===== src/rtl/obi_pkg.sv =====
// OBI request/response bundles shared by the debug bus guard and the crossbar.
// Latency: n/a (types only).
// Backpressure: n/a (types only).
package obi_pkg;

    typedef struct packed {
        logic        req;
        logic        we;
        logic [3:0]  be;
        logic [31:0] addr;
        logic [31:0] wdata;
    } obi_req_t;

    typedef struct packed {
        logic        gnt;
        logic        rvalid;
        logic [31:0] rdata;
    } obi_resp_t;

endpackage


===== src/rtl/debug_sba_obi_guard.sv =====
// Guard between the debug module's system-bus master and the OBI crossbar: window check + response timeout.
// Latency: in-window rvalid one cycle after bus rvalid; out-of-window rvalid+err the cycle after gnt.
// Backpressure: one outstanding txn; dm gnt only while idle; bus req held until bus gnt.
//
// Ports:
//   clk_i, rst_ni        clock, async active-low reset
//   debug_master_req_i   request from the debug module master
//   debug_master_resp_o  gnt (combinational in IDLE) / registered rvalid + rdata to the debug module
//   debug_master_err_o   error qualifier, valid with debug_master_resp_o.rvalid
//   bus_req_o            request towards the system crossbar
//   bus_resp_i           gnt / rvalid / rdata from the system crossbar
//   timeout_o            one-cycle pulse when the response timeout fires
module debug_sba_obi_guard
    import obi_pkg::*;
#(
    parameter logic [31:0] AddrStart     = 32'h0000_0000,
    parameter logic [31:0] AddrEnd       = 32'hFFFF_FFFF,
    parameter int unsigned TimeoutCycles = 1024
) (
    input  logic      clk_i,
    input  logic      rst_ni,
    input  obi_req_t  debug_master_req_i,
    output obi_resp_t debug_master_resp_o,
    output logic      debug_master_err_o,
    output obi_req_t  bus_req_o,
    input  obi_resp_t bus_resp_i,
    output logic      timeout_o
);

    localparam int unsigned     CntW     = $clog2(TimeoutCycles + 1);
    localparam logic [CntW-1:0] CntLast  = CntW'(TimeoutCycles - 1);
    localparam logic [CntW-1:0] CntMax   = '1;
    localparam logic [31:0]     ErrRdata = 32'h0;

    typedef enum logic [2:0] {
        S_IDLE,
        S_REQ,
        S_RESP,
        S_DONE,
        S_ERR
    } state_e;

    state_e          r_state;
    logic            r_stale;     // a timed-out txn still owes us a response
    logic [CntW-1:0] r_cnt;
    logic            r_bus_req;
    logic            r_we;
    logic [3:0]      r_be;
    logic [31:0]     r_addr;
    logic [31:0]     r_wdata;
    logic            r_rvalid;
    logic            r_err;
    logic [31:0]     r_rdata;

    logic [32:0]     w_off;
    logic            w_in_win;
    logic            w_usable_rv;
    logic            w_timeout;

    // Window test as a single unsigned offset compare; an address below
    // AddrStart borrows into bit 32 and therefore lands outside the span.
    assign w_off    = {1'b0, debug_master_req_i.addr} - {1'b0, AddrStart};
    assign w_in_win = (w_off <= {1'b0, AddrEnd - AddrStart});

    assign w_usable_rv = (r_state == S_RESP) && bus_resp_i.rvalid && !r_stale;
    // A usable rvalid in the last counted cycle beats the timeout.
    assign w_timeout   = (r_state == S_RESP) && (r_cnt == CntLast) && !w_usable_rv;

    always_ff @(posedge clk_i or negedge rst_ni) begin
        if (!rst_ni) begin
            r_state   <= S_IDLE;
            r_stale   <= 1'b0;
            r_cnt     <= '0;
            r_bus_req <= 1'b0;
            r_we      <= 1'b0;
            r_be      <= '0;
            r_addr    <= '0;
            r_wdata   <= '0;
            r_rvalid  <= 1'b0;
            r_err     <= 1'b0;
            r_rdata   <= '0;
        end else begin
            r_rvalid <= 1'b0;
            r_err    <= 1'b0;

            // The owed response may turn up in any state; it is consumed and dropped.
            // A timeout in the same cycle re-arms the flag below (later assignment wins).
            if (bus_resp_i.rvalid && r_stale) begin
                r_stale <= 1'b0;
            end

            case (r_state)
                S_IDLE: begin
                    if (debug_master_req_i.req) begin
                        r_we    <= debug_master_req_i.we;
                        r_be    <= debug_master_req_i.be;
                        r_addr  <= debug_master_req_i.addr;
                        r_wdata <= debug_master_req_i.wdata;
                        if (w_in_win) begin
                            r_state   <= S_REQ;
                            r_bus_req <= 1'b1;
                        end else begin
                            r_state  <= S_ERR;
                            r_rvalid <= 1'b1;
                            r_err    <= 1'b1;
                            r_rdata  <= ErrRdata;
                        end
                    end
                end
                // No timeout while waiting for gnt: OBI forbids retracting req.
                S_REQ: begin
                    if (bus_resp_i.gnt) begin
                        r_state   <= S_RESP;
                        r_bus_req <= 1'b0;
                        r_cnt     <= '0;
                    end
                end
                S_RESP: begin
                    if (r_cnt != CntMax) begin
                        r_cnt <= r_cnt + 1'b1;
                    end
                    if (w_usable_rv) begin
                        r_state  <= S_DONE;
                        r_rvalid <= 1'b1;
                        r_rdata  <= bus_resp_i.rdata;
                    end else if (w_timeout) begin
                        r_state  <= S_ERR;
                        r_stale  <= 1'b1;
                        r_rvalid <= 1'b1;
                        r_err    <= 1'b1;
                        r_rdata  <= ErrRdata;
                    end
                end
                S_DONE, S_ERR: begin
                    r_state <= S_IDLE;
                    r_rdata <= '0;
                end
                default: begin
                    r_state <= S_IDLE;
                end
            endcase
        end
    end

    assign debug_master_resp_o.gnt    = (r_state == S_IDLE) && debug_master_req_i.req;
    assign debug_master_resp_o.rvalid = r_rvalid;
    assign debug_master_resp_o.rdata  = r_rdata;
    assign debug_master_err_o         = r_err;

    assign bus_req_o.req   = r_bus_req;
    assign bus_req_o.we    = r_we;
    assign bus_req_o.be    = r_be;
    assign bus_req_o.addr  = r_addr;
    assign bus_req_o.wdata = r_wdata;

    assign timeout_o = w_timeout;

endmodule


===== config.mk =====
export PLATFORM = sky130hd
export DESIGN_NAME = debug_sba_obi_guard
export DESIGN_NICKNAME = d
export VERILOG_FILES = /design/src/rtl/obi_pkg.sv /design/src/rtl/debug_sba_obi_guard.sv
export SDC_FILE = /design/constraint.sdc
export NUM_CORES = 1
export LEC_CHECK = 0
export CAP_MARGIN = 20
export CORE_MARGIN = 10
export CORE_UTILIZATION = 45
export DETAILED_ROUTE_END_ITERATION = 12
export MAX_ROUTING_LAYER = met4
export PLACE_DENSITY = 0.86
export RECOVER_POWER = 100
export SYNTH_ARGS = -nofsm -noshare
export SYNTH_HDL_FRONTEND = slang
export SYNTH_SLANG_ARGS = --single-unit

===== constraint.sdc =====
create_clock -name clk_i -period 6 [get_ports clk_i]
set_input_delay 0.9 -clock clk_i [delete_from_list [all_inputs] [get_ports clk_i]]
set_output_delay 0.9 -clock clk_i [all_outputs]
set_load 0.03 [all_outputs]

==> metrics.md <==
| Metric | Value |
|---|---|
| Status | `complete, but fails checks` |
| Violated checks | `capacitance limit, slew limit` |
| Leakage Power | `3.20 nW` |
| Placed standard-cell area | `6870 um2` |
| PnR worst setup slack | `1470 ps` |
| F_max | `0.221 GHz` |
| Commonest cells in the netlist | `dfrtp_1 (119), mux2_2 (70), a22o_1 (32)` |
| Largest net degree at the start of global routing | `71` |
| Synthesized net count | `428` |
| Seq/Total Area, Yosys | `0.638` |
| Rows | `37` |
| Area occupied by multi-input gates | `1540 um2` |
| 1st-pass router iterations | `4` |
| CTS tree | `yes` |
| Post-route cell area | `7330 um2` |
| Syn_area_per_cell | `14.6 um2` |
| Cell variety after synth | `41` |
| Initial antenna violation count | `0` |
| # fillers | `704` |
| Clock buffer count from CTS | `17` |
| Residual DRC | `0` |
| Clock skew | `14.3 ps` |
| Antenna Nets Post-Route | `0` |
| Count leader, synth | `dfrtp_1` |
| Initial Util | `0.457` |
| Die H | `122 um` |
| NetSw | `1.61 mW` |
| Number of primary I/O pins | `212` |
| Worst vdd ir | `0.000272 V` |
| Post-synth top area share | `0.638` |
| Antenna cells | `0` |
| Post-CTS sizing | `0` |
| First-pass GRT wire length | `20.6 mm` |
| Post-Place Cells | `651` |
| Ranking of synthesized cells by area | `dfrtp_1 (64%), mux2_2 (17%), a22o_1 (6.0%)` |
| Yosys warning count | `0` |
| Register area | `2980 um2` |
| Synth area leader | `dfrtp_1` |
| Crit end category | `register` |
| Initial DRC Count | `248` |
| Crit-path max FO | `70` |
| Fin Setup TNS | `0 ps` |
| Post-Route Utilization | `0.716` |
| Worst hold path class | `register to register` |
| Gate power share | `0.468` |
| Worst path arrival time | `4900 ps` |
| EDFF count, synth | `0` |
| Part of the power in registers | `0.325` |
| Int Pwr | `2.46 mW` |
| Relative slew slack | `-1.46` |
| Number of global-route vias before repair | `3792` |
| Routability Congestion | `0.873` |
| GRT overflow | `0` |
| Syn Inst Count | `321` |
| Clock Pin Slew Worst Setup and Hold Paths | `60 ps` |
| Clk buf depth | `2` |
| Endpoints failing setup | `0` |
| Clock group share of total power | `0.208` |
| Final Non-Filler Cells | `682` |
| Max cap viols | `3` |
| Detailed Route WL | `13.6 mm` |
| Power density over cell area | `555 nW/um2` |
| RSZ-0062 raised after global routing | `no` |
| Setup Fix Bufs, Post-CTS | `0` |
| Vias | `3509` |
| Core area | `10200 um2` |
| PortBufs | `211` |
| Layout area overhead | `56.8%` |
| GR Util All Layers | `0.182` |
| Startpoint type of the worst setup path | `input port` |
| Placed wire-length estimate | `10.3 mm` |
| Hold Buf Count CTS | `0` |
| Slew @ Worst Pin | `3690 ps` |
| Net Sw Frac | `0.395` |
| Async set or reset register ratio after synthesis | `1.00` |
| WL/cell | `19.9 um` |
| Fin. Hold Viols | `0` |
| Synthesized cell area | `4670 um2` |
| Fin crit period | `4530 ps` |
| Clock Sinks | `119` |
| Crit Path Category | `input port to register` |
| Nets | `641` |
| H-tree depth | `4` |
| Vias per cell | `5.15` |
| Slew Limit Fails | `165` |
| Root Driver | `clkbuf_8` |
| Die X | `122 um` |
| Crit share post-route | `0.755` |
| Ys flop type | `dfrtp_1` |
| Worst Path Required | `6370 ps` |
| Layout cell share with drive strength beyond 1 | `0.192` |
| Post-synthesis register bit count | `119` |
| Post-Place Worst Slack | `2650 ps` |
| Skew-Pair Late Insertion Delay | `500 ps` |
| DIE AREA | `14900 um2` |
## area by class of cell
| cell class | count | area share |
|---|---|---|
| inverter | 2 | 0.00102 |
| clock buffer | 18 | 0.0570 |
| tap | 136 | 0.0232 |
| multi-input combinational | 179 | 0.210 |
| clock inverter | 13 | 0.0114 |
| sequential | 119 | 0.406 |
| timing repair buffer | 215 | 0.291 |
## stage by stage
| stage | hold slack, ps | total power [mW] |
|---|---|---|
| 2_1_floorplan | 445 | 2.50 |
| 3_3_place_gp | 463 | 3.31 |
| 3_5_place_dp | 464 | 3.38 |
| 4_1_cts | 472 | 4.24 |
| 5_1_grt | 503 | 4.27 |
| 6_report | 476 | 4.07 |
## critical path, cell delays in order
cell and delay (ps):
dlygate4sd3_1 570, nor4b_4 240, clkbuf_1 2610, mux2_2 510
## flip-flops by register name (all words and copies together) (netlist names)
register,flops
debug_master_err_o,1
r_cnt,11
r_addr,32
r_be,4
r_we,1
r_rdata,32
r_stale,1
r_state,3
r_bus_req,1
r_rvalid,1
r_wdata,32
## power groups by stage
stage	registers, mW	logic, mW	clock network (mW)
after floorplan	1.93	0.565	0
after global placement	1.32	1.99	0
after detailed placement	1.35	2.04	0
after CTS	1.34	2.04	0.864
after global routing	1.37	2.00	0.903
final	1.32	1.90	0.846
## worst paths after layout
path | startpoint | end | slack (ps) | depth (start not counted)
setup / recovery | debug_master_req_i[69] | r_wdata[11] | 1470 | 4
setup reg to reg | r_state[0] | r_rdata[5] | 1760 | 5
min in group asynchronous | rst_ni | r_stale | 1390 | 1
hold reg to reg | r_stale | r_stale | 480 | 1
max in group asynchronous | rst_ni | r_rdata[7] | 2540 | 2
hold / removal | r_stale | r_stale | 480 | 1
## cells by family after synthesis
logic type	Yosys count	share of synthesized area
flip-flops	119	0.638
multiplexers	71	0.171
AO/OA/AOI/OAI	56	0.0948
AND/OR/NAND/NOR	50	0.0640
buffers and inverters	23	0.0281
XOR/XNOR	1	0.00188
adder cells (fa/ha/maj)	1	0.00268
## layer usage
layer  wire length [um]  GRT usage  part of all wire  up-vias
li1                   -          -                 -     1614
met1               5530      0.205              0.41     1719
met2               6810      0.307              0.50      159
met3               1010     0.0527             0.075       17
met4                204     0.0581             0.015        0
met5                  0          -                 0        -
## layout by cell type, fill, tap and decap left out, types with 6 or more instances in the layout
cell             netlist  final
clkdlybuf4s50_1        0    103
dlygate4sd3_1          0    107
mux2_2                70     70
nand3_1                6      6
a21oi_1                7      7
a22o_1                32     32
nor2_1                 9     10
dfrtp_1              119    119
clkbuf_16              0     16
clkinv_2               0      6
nand2_1                9      9
clkinvlp_4             0      6
o21ai_0                6      6
(Power assumes the default switching activity.)
